[config.mk]
export PLATFORM = sky130hd
export DESIGN_NAME = reg_op_sequencer
export DESIGN_NICKNAME = d
export VERILOG_FILES = /design/src/rtl/reg_op_pkg.sv /design/src/rtl/reg_op_sequencer_decode.sv /design/src/rtl/reg_op_sequencer.sv
export SDC_FILE = /design/constraint.sdc
export NUM_CORES = 1
export LEC_CHECK = 0
export ABC_AREA = 1
export BUFFER_PORTS_ARGS = -buffer_cell sky130_fd_sc_hd__buf_2
export CORE_ASPECT_RATIO = 1.25
export CORE_MARGIN = 4
export CORE_UTILIZATION = 35
export DETAILED_ROUTE_END_ITERATION = 7
export GPL_ROUTABILITY_DRIVEN = 1
export PLACE_DENSITY = 0.71
export SLEW_MARGIN = 10
export SYNTH_ARGS = -nofsm -noshare
export SYNTH_HDL_FRONTEND = slang
export SYNTH_SLANG_ARGS = --single-unit
[constraint.sdc]
create_clock -name clk -period 1.8 [get_ports clk]
set_input_delay 0.18 -clock clk [delete_from_list [all_inputs] [get_ports clk]]
set_output_delay 0.18 -clock clk [all_outputs]
set_load 0.005 [all_outputs]
[src/rtl/reg_op_pkg.sv]
`default_nettype none
// ============================================================================
//  Module      : reg_op_pkg
//  Description : Shared opcodes and FSM state encodings for the register
//                operation sequencer and its strobe decoder.
//  Revision    : 1.0 - initial release
// ============================================================================
package reg_op_pkg;

    localparam int OP_WIDTH = 3;

    // Single-strobe operations: the repeat count is ignored.
    localparam logic [OP_WIDTH-1:0] OP_CLR  = 3'd0;
    localparam logic [OP_WIDTH-1:0] OP_LOAD = 3'd1;
    // Repeated operations: one strobe per count.
    localparam logic [OP_WIDTH-1:0] OP_SHR  = 3'd2;
    localparam logic [OP_WIDTH-1:0] OP_ASR  = 3'd3;
    localparam logic [OP_WIDTH-1:0] OP_SHL  = 3'd4;
    localparam logic [OP_WIDTH-1:0] OP_ROR  = 3'd5;
    localparam logic [OP_WIDTH-1:0] OP_ROL  = 3'd6;
    // Signed count: positive increments, negative decrements by |count|.
    localparam logic [OP_WIDTH-1:0] OP_ADDN = 3'd7;

    typedef enum logic [1:0] {
        S_IDLE = 2'd0,
        S_RUN  = 2'd1,
        S_DONE = 2'd2
    } state_t;

endpackage : reg_op_pkg
`default_nettype wire

[src/rtl/reg_op_sequencer_decode.sv]
`default_nettype none
// ============================================================================
//  Module      : reg_op_decode
//  Description : Combinational map from the latched operation to the register
//                control strobes. Strobes and load data depend only on
//                registered sequencer state; the serial fill bits additionally
//                follow the register output in the same cycle.
//  Ports       : i_run      - sequencer is in its RUN state
//                i_op       - latched opcode
//                i_neg      - latched count sign (selects dec for ADDN)
//                i_data     - latched load value
//                i_reg_q    - current register output
//                o_cl..o_sl - control strobes, at most one high
//                o_ir/o_il  - serial fill bits for right/left shifts
//                o_in       - register load data
//  Revision    : 1.0 - initial release
// ============================================================================
module reg_op_decode
    import reg_op_pkg::*;
#(
    parameter int DATA_WIDTH = 16
) (
    input  logic                  i_run,
    input  logic [OP_WIDTH-1:0]   i_op,
    input  logic                  i_neg,
    input  logic [DATA_WIDTH-1:0] i_data,
    input  logic [DATA_WIDTH-1:0] i_reg_q,
    output logic                  o_cl,
    output logic                  o_ld,
    output logic                  o_inc,
    output logic                  o_dec,
    output logic                  o_sr,
    output logic                  o_sl,
    output logic                  o_ir,
    output logic                  o_il,
    output logic [DATA_WIDTH-1:0] o_in
);

    // Only the end bits of the register feed back into the fill logic.
    logic w_unused_q_mid;
    assign w_unused_q_mid = ^i_reg_q[DATA_WIDTH-2:1];

    always_comb begin
        o_cl  = 1'b0;
        o_ld  = 1'b0;
        o_inc = 1'b0;
        o_dec = 1'b0;
        o_sr  = 1'b0;
        o_sl  = 1'b0;
        o_ir  = 1'b0;
        o_il  = 1'b0;
        o_in  = '0;
        if (i_run) begin
            case (i_op)
                OP_CLR:  o_cl = 1'b1;
                OP_LOAD: begin
                    o_ld = 1'b1;
                    o_in = i_data;
                end
                OP_SHR:  o_sr = 1'b1;
                OP_ASR: begin
                    o_sr = 1'b1;
                    o_ir = i_reg_q[DATA_WIDTH-1];
                end
                OP_SHL:  o_sl = 1'b1;
                OP_ROR: begin
                    o_sr = 1'b1;
                    o_ir = i_reg_q[0];
                end
                OP_ROL: begin
                    o_sl = 1'b1;
                    o_il = i_reg_q[DATA_WIDTH-1];
                end
                OP_ADDN: begin
                    o_inc = ~i_neg;
                    o_dec = i_neg;
                end
                default: ;
            endcase
        end
    end

endmodule : reg_op_decode
`default_nettype wire

[src/rtl/reg_op_sequencer.sv]
`default_nettype none
// ============================================================================
//  Module      : reg_op_sequencer
//  Description : Accepts one register operation per valid/ready handshake and
//                expands it into single-cycle control strobes for the
//                downstream general-purpose register.
//  Ports       : clk, rst          - clock, synchronous active-high reset
//                i_cmd_*/o_cmd_ready - command handshake and payload
//                i_reg_q           - register output (fill-bit feedback)
//                o_reg_*           - register control strobes / data
//                o_done            - one-cycle pulse at operation end
//  Revision    : 1.0 - initial release
// ============================================================================
module reg_op_sequencer
    import reg_op_pkg::*;
#(
    parameter int DATA_WIDTH = 16,
    parameter int CNT_WIDTH  = 5
) (
    input  logic                  clk,
    input  logic                  rst,
    input  logic                  i_cmd_valid,
    output logic                  o_cmd_ready,
    input  logic [OP_WIDTH-1:0]   i_cmd_op,
    input  logic [CNT_WIDTH-1:0]  i_cmd_cnt,
    input  logic [DATA_WIDTH-1:0] i_cmd_data,
    input  logic [DATA_WIDTH-1:0] i_reg_q,
    output logic                  o_reg_cl,
    output logic                  o_reg_ld,
    output logic                  o_reg_inc,
    output logic                  o_reg_dec,
    output logic                  o_reg_sr,
    output logic                  o_reg_sl,
    output logic                  o_reg_ir,
    output logic                  o_reg_il,
    output logic [DATA_WIDTH-1:0] o_reg_in,
    output logic                  o_done
);

    localparam logic [CNT_WIDTH-1:0] c_cnt_one = {{(CNT_WIDTH-1){1'b0}}, 1'b1};

    state_t                  r_state;
    state_t                  w_state_nxt;
    logic [OP_WIDTH-1:0]     r_op;
    logic                    r_neg;
    logic [DATA_WIDTH-1:0]   r_data;
    logic [CNT_WIDTH-1:0]    r_remaining;

    logic                    w_accept;
    logic                    w_single;
    logic                    w_cmd_neg;
    logic [CNT_WIDTH-1:0]    w_cmd_mag;
    logic [CNT_WIDTH-1:0]    w_first_cnt;

    assign o_cmd_ready = (r_state == S_IDLE);
    assign o_done      = (r_state == S_DONE);
    assign w_accept    = i_cmd_valid & o_cmd_ready;

    // Pulse count for the incoming command. ADDN counts are signed; the
    // magnitude of the most negative value still fits the unsigned counter.
    assign w_single    = (i_cmd_op == OP_CLR) || (i_cmd_op == OP_LOAD);
    assign w_cmd_neg   = i_cmd_cnt[CNT_WIDTH-1];
    assign w_cmd_mag   = ((i_cmd_op == OP_ADDN) && w_cmd_neg) ? (~i_cmd_cnt + c_cnt_one)
                                                              : i_cmd_cnt;
    assign w_first_cnt = w_single ? c_cnt_one : w_cmd_mag;

    always_comb begin
        w_state_nxt = r_state;
        case (r_state)
            S_IDLE: begin
                if (w_accept) begin
                    // A zero count skips RUN entirely: no strobes, done next cycle.
                    w_state_nxt = (w_first_cnt == '0) ? S_DONE : S_RUN;
                end
            end
            S_RUN: begin
                if (r_remaining == c_cnt_one) begin
                    w_state_nxt = S_DONE;
                end
            end
            S_DONE:  w_state_nxt = S_IDLE;
            default: w_state_nxt = S_IDLE;
        endcase
    end

    always_ff @(posedge clk) begin
        if (rst) begin
            r_state     <= S_IDLE;
            r_op        <= '0;
            r_neg       <= 1'b0;
            r_data      <= '0;
            r_remaining <= '0;
        end else begin
            r_state <= w_state_nxt;
            if (w_accept) begin
                r_op        <= i_cmd_op;
                r_neg       <= w_cmd_neg;
                r_data      <= i_cmd_data;
                r_remaining <= w_first_cnt;
            end else if (r_state == S_RUN) begin
                r_remaining <= r_remaining - c_cnt_one;
            end
        end
    end

    reg_op_decode #(
        .DATA_WIDTH (DATA_WIDTH)
    ) u_decode (
        .i_run   (r_state == S_RUN),
        .i_op    (r_op),
        .i_neg   (r_neg),
        .i_data  (r_data),
        .i_reg_q (i_reg_q),
        .o_cl    (o_reg_cl),
        .o_ld    (o_reg_ld),
        .o_inc   (o_reg_inc),
        .o_dec   (o_reg_dec),
        .o_sr    (o_reg_sr),
        .o_sl    (o_reg_sl),
        .o_ir    (o_reg_ir),
        .o_il    (o_reg_il),
        .o_in    (o_reg_in)
    );

endmodule : reg_op_sequencer
`default_nettype wire

==> impl_metrics.ini, run 1 <==
[sta]
rsz0062_at_grt = false
fin_skew_ps = 5.45
fin_ws_ps = 190
setup_viol = 0
maxSlewHeadroom_pct = 59.9
final_max_slew_viol_count = 0
hold_viol_final = 0
fin_crit_ps = 1610
whs_ps = 144
worstMarginPinSlew_ps = 601
fin_setup_tns_ps = 0
fmax_mhz = 621
post-route-period-util_pct = 89.4

[yosys]
synth_area_um2 = 1450
synth_top_cell_area_share_pct = 37.4
seq_area_frac_synth_pct = 37.4
syn-num-nets = 256
ys.flop_type = dfxtp_1
yosysWarnings = 0
yosys_register_bits = 27
synth_area_per_cell_um2 = 6.88
synth_top_area_cell = dfxtp_1
synth-edff-count = 0
synth_commonest_cells = inv_1 (34), dfxtp_1 (27), nor2_1 (27)
async_flop_share_pct = 0
synth_top_cells_by_area = dfxtp_1 (37%), inv_1 (8.8%), a21oi_1 (8.7%)
netlist_instances = 210
synth_cell_types = 27
synth.most_common_cell = inv_1

[routing]
drc_errors = 0
vias_per_cell = 4.55
detail-route-antenna-nets = 0
initialDrtViolationCount = 51
wl_per_cell_um = 9.90
vias = 1456
wl_um = 3170
dr.pass1.iters = 4

[layout]
fin_nets = 313
area_growth_syn_to_layout_pct = 25.7
postLayoutCoreUtil_pct = 46.8
stdcell_count = 320
drive_gt1_share_pct = 28.9
antenna_cells = 0

[global_route]
grt_max_degree = 40
grt_pass1_vias = 1265
antenna_found_initial = 0
grt_usage_pct = 12.8
grt-ovfl-total = 0
grt_pass1_wl_um = 5410

[clock_tree]
cts_tree = done
cts.sinks = 27
cts_buffer_depth = 2
clk_latency_ps = 270
cts_max_level = 1
cts_hold_buffers = 0
clkTransAtPathRegs_ps = 90
cts_inserted_buffers = 3
clockRootBuffer = clkbuf_8

[die]
start_util_pct = 37.3
fp.dieW_um = 65.5
rows = 25
fp.dieH_um = 79.8
core_area_um2 = 3880
floorplan.die_area_um2 = 5230
io_pins = 69

[setup_path]
cpLargestDelayFamily = simple AND/OR/NAND/NOR gates
crit_end = o_reg_dec
cp_num_buf_inv = 3
critPathMaxFanout = 7
timing.rr.start = r_state[1]
start_kind = flip-flop
rr_worst_depth = 6
rrSetupSlack_ps = 380
path_class = flip-flop to output port
r2r-end = r_data[12]
crit_chain = inv_2, nor2_4, buf_4, nand2_1, nor3b_1, buf_2
worst_path_max_delay_cell = dfxtp_1
crit_cells = 6
startpoint = r_state[0]
crit_required_ps = 1620
cp_data_arrival_time_ps = 1430
cp-end-kind = output port
slowest_delay_ps = 350

[power]
p_per_area_nw_per_um2 = 775
ir_drop_uv = 255
leakage_nw = 0.880

[min_path]
hp-class = primary input to flip-flop

[placement]
hpwl_um = 2370
io_buffers = 54
pre_cts_ws_ps = 387
dp.cells = 312
gp_congestion = 0.718

[status]
outcome = finished, final reports clean

[flow_run]
max_cap_violations = 0
## layout by cell type (no fill, tap or decap)
cell      netlist  final
a21oi_1        25     25
a21oi_2         2      2
a31oi_1         2      2
buf_2           1     54
buf_4           1      6
clkbuf_1        2      1
clkbuf_8        0      3
dfxtp_1        27     27
ha_1            3      3
inv_1          34     34
inv_2           4      3
inv_4           0      1
nand2_1        25     25
nand2_2         1      1
nand2_4         1      1
nand3_1        11     11
nand4_1         1      1
nor2_1         27     27
nor2_2          2      2
nor2_4          4      4
nor3_1          3      3
nor3b_1         1      1
nor4_1          1      1
o21ai_0        24     24
o21ai_1         1      1
o31ai_1         1      1
xor2_1          2      2
## cells by family (layout without fill, tap and decap cells)
family	after synthesis	count (layout)	synth area share, %
xor+xnor	2	2	1.21
simple gates	77	77	24.9
compound gates	55	55	19.9
buf+inv	46	102	13.9
flops	27	27	37.4
fa+ha+maj	3	3	2.60
## layer usage
metal  GRT usage [%]  up-vias  part of all wire, %
li1                -      779                    -
met1            16.2      644                   45
met2            21.9       31                   50
met3            1.69        2                  4.9
met4            4.36        0                 0.73
met5               0        -                    0
## worst min-delay path by stage
stage          start        endpoint  slack [ps]  cells after the start
5_1_grt          rst  r_remaining[1]         140                      2
4_1_cts          rst  r_remaining[1]         140                      2
2_1_floorplan    rst  r_remaining[1]         250                      1
3_3_place_gp     rst  r_remaining[1]         420                      2
6_report         rst      r_state[0]         140                      2
3_5_place_dp     rst  r_remaining[1]         420                      2
## sequential cells by signal, summed over array words and instances (netlist names)
signal       flops
r_remaining      5
r_state          2
r_neg            1
r_data          16
r_op             3
## power by group
group / internal, mW / switching [mW] / leakage [nW]
combinational: 0.147 / 0.219 / 0.634
clock: 0.158 / 0.180 / 0.0228
sequential: 0.670 / 0.0350 / 0.224
total: 0.975 / 0.434 / 0.880
## per-stage QoR
step / total power, mW / area, um^2
after floorplan: 0.979 / 1450
after global placement: 1.06 / 1740
after detailed placement: 1.07 / 1740
after CTS: 1.41 / 1780
after global routing: 1.52 / 1820
final: 1.41 / 1820
## final cells by class
type                            count  area (um^2)
Clock buffer                        4         45.0
Fill cell                         440         2060
Inverter                           38          145
Multi-Input combinational cell    137          703
Sequential cell                    27          541
Tap cell                           54         67.6
Timing Repair Buffer               60          315
## repair_timing
item,in CTS,in global routing
resized for setup,0,2
buffers inserted,0,4
endpoints found under the setup margin,0,16
No activity file was read; power rests on OpenSTA's default activity.
==> run 2, diff against run 1 <==
--- a/config.mk
+++ b/config.mk
@@ -6,13 +6,14 @@
 export NUM_CORES = 1
 export LEC_CHECK = 0
 export ABC_AREA = 1
-export BUFFER_PORTS_ARGS = -buffer_cell sky130_fd_sc_hd__buf_2
+export BUFFER_PORTS_ARGS = -buffer_cell sky130_fd_sc_hd__clkbuf_2
 export CORE_ASPECT_RATIO = 1.25
 export CORE_MARGIN = 4
 export CORE_UTILIZATION = 35
 export DETAILED_ROUTE_END_ITERATION = 7
 export GPL_ROUTABILITY_DRIVEN = 1
 export PLACE_DENSITY = 0.71
+export SKIP_CTS_REPAIR_TIMING = 1
 export SLEW_MARGIN = 10
 export SYNTH_ARGS = -nofsm -noshare
 export SYNTH_HDL_FRONTEND = slang
==> run 2 against run 1 <==
Net effect: register-to-register slack worse by 20 ps; total power down 0.41%; sequential share of layout area unchanged; die area unchanged; via count up 0.48%; combinational power about the same; sequential power about the same; global-route usage down 0.47 points; critical path depth up 1; hold slack better by 2.7 ps; critical path type unchanged.
==> impl_metrics.ini, run 2 (same netlist as run 1, synthesis figures left out) <==
[status]
outcome = finished, final reports clean

[die]
rows = 25
fp.dieH_um = 79.8
floorplan.die_area_um2 = 5230
io_pins = 69
core_area_um2 = 3880
fp.dieW_um = 65.5
start_util_pct = 37.3

[layout]
stdcell_count = 320
multi_input_area_um2 = 703
drive_gt1_share_pct = 28.9
register_area_um2 = 541
fin_nets = 313
fill_cells = 444
top_register = r_data
postLayoutCoreUtil_pct = 46.8
final_common_cell = clkbuf_2
final_cell_mix = clkbuf_2 (54), inv_1 (34), nor2_1 (27), dfxtp_1 (27)
antenna_cells = 0
largest_reg_flops = 16
area_growth_syn_to_layout_pct = 25.7
reg_top3 = r_data: 16 flops, r_remaining: 5 flops, r_op: 3 flops

[global_route]
antenna_found_initial = 0
grt_pass1_wl_um = 5200
grt_max_degree = 40
grt-ovfl-total = 0
grt_usage_pct = 12.3
grt_pass1_vias = 1271

[clock_tree]
clk_latency_ps = 260
cts_tree = done
clockRootBuffer = clkbuf_8
cts_max_level = 1
cts_inserted_buffers = 3
cts.sinks = 27
clkTransAtPathRegs_ps = 90
cts_buffer_depth = 2

[sta]
setup_viol = 0
hold_viol_final = 0
whs_ps = 147
fin_skew_ps = 2.48
fin_crit_ps = 1620
post-route-period-util_pct = 90.0
worstMarginPinSlew_ps = 606
fmax_mhz = 617
fin_setup_tns_ps = 0
rsz0062_at_grt = false
final_max_slew_viol_count = 0
maxSlewHeadroom_pct = 59.5

[setup_path]
crit_required_ps = 1620
startpoint = r_state[0]
critPathMaxFanout = 16
cp_data_arrival_time_ps = 1440
path_common_cell = nor2_4
cp-end-kind = output port
timing.rr.start = r_state[1]
start_kind = flip-flop
worst_path_max_delay_cell = dfxtp_1
crit_chain = inv_2, nor2_4, nand2_4, nor2_4, inv_4, nor2_1, clkbuf_2
path_class = flip-flop to output port
slowest_delay_ps = 350

[routing]
dr.pass1.iters = 4
detail-route-antenna-nets = 0
wl_um = 3190
drc_errors = 0
vias = 1463
vias_per_cell = 4.57
initialDrtViolationCount = 30
wl_per_cell_um = 9.97

[min_path]
hp-class = primary input to flip-flop
min-delay-start = rst

[flow_run]
max_cap_violations = 0

[power]
p_per_area_nw_per_um2 = 772
total_power_mw = 1.40
ir_drop_uv = 256
leakage_nw = 0.864

[placement]
hpwl_um = 2460
gp_congestion = 0.716
dp.cells = 312
io_buffers = 54
[run 2: final cells by class]
class	count	share of cell area [%]
inverters	38	7.99
clock buffers	4	2.48
multi-input cells	137	38.7
well taps	54	3.72
repair buffers	60	17.4
flip-flops and latches	27	29.8
[run 2: power breakdown]
group / switching (mW) / internal, mW / total [mW]
Sequential: 0.0339 / 0.670 / 0.704
Combinational: 0.219 / 0.147 / 0.366
Clock: 0.175 / 0.158 / 0.333
Total: 0.428 / 0.975 / 1.40
[run 2: path summary, 6_finish.rpt]
kind | to | slack (ps) | cells past startpoint
worst max-delay path | o_reg_in[1] | 180 | 7
worst min-delay path | r_remaining[1] | 150 | 2
worst max register to register | r_op[1] | 360 | 6
worst min register to register | r_data[9] | 450 | 2
[run 2: layer usage]
| layer | global-route usage, % | up-vias | part of all wire [%] |
|---|---|---|---|
| met5 | 0 | - | 0 |
| met4 | 3.73 | 0 | 0.91 |
| met1 | 13.3 | 650 | 42 |
| met3 | 2.54 | 4 | 5.5 |
| li1 | - | 776 | - |
| met2 | 23.3 | 33 | 51 |
[run 2: critical path: cells and delay by family, from the launching register on]
| kind | cells | cell delay, ps |
|---|---|---|
| AND/OR/NAND/NOR | 4 | 550 |
| buffers and inverters | 3 | 270 |
| flip-flops | 1 | 350 |
[run 2: through the flow]
step / setup slack, ps / cell area, um^2
2_1_floorplan: 543 / 1450
3_3_place_gp: 377 / 1740
3_5_place_dp: 366 / 1740
4_1_cts: 87.0 / 1780
5_1_grt: 25.4 / 1820
6_report: 180 / 1820
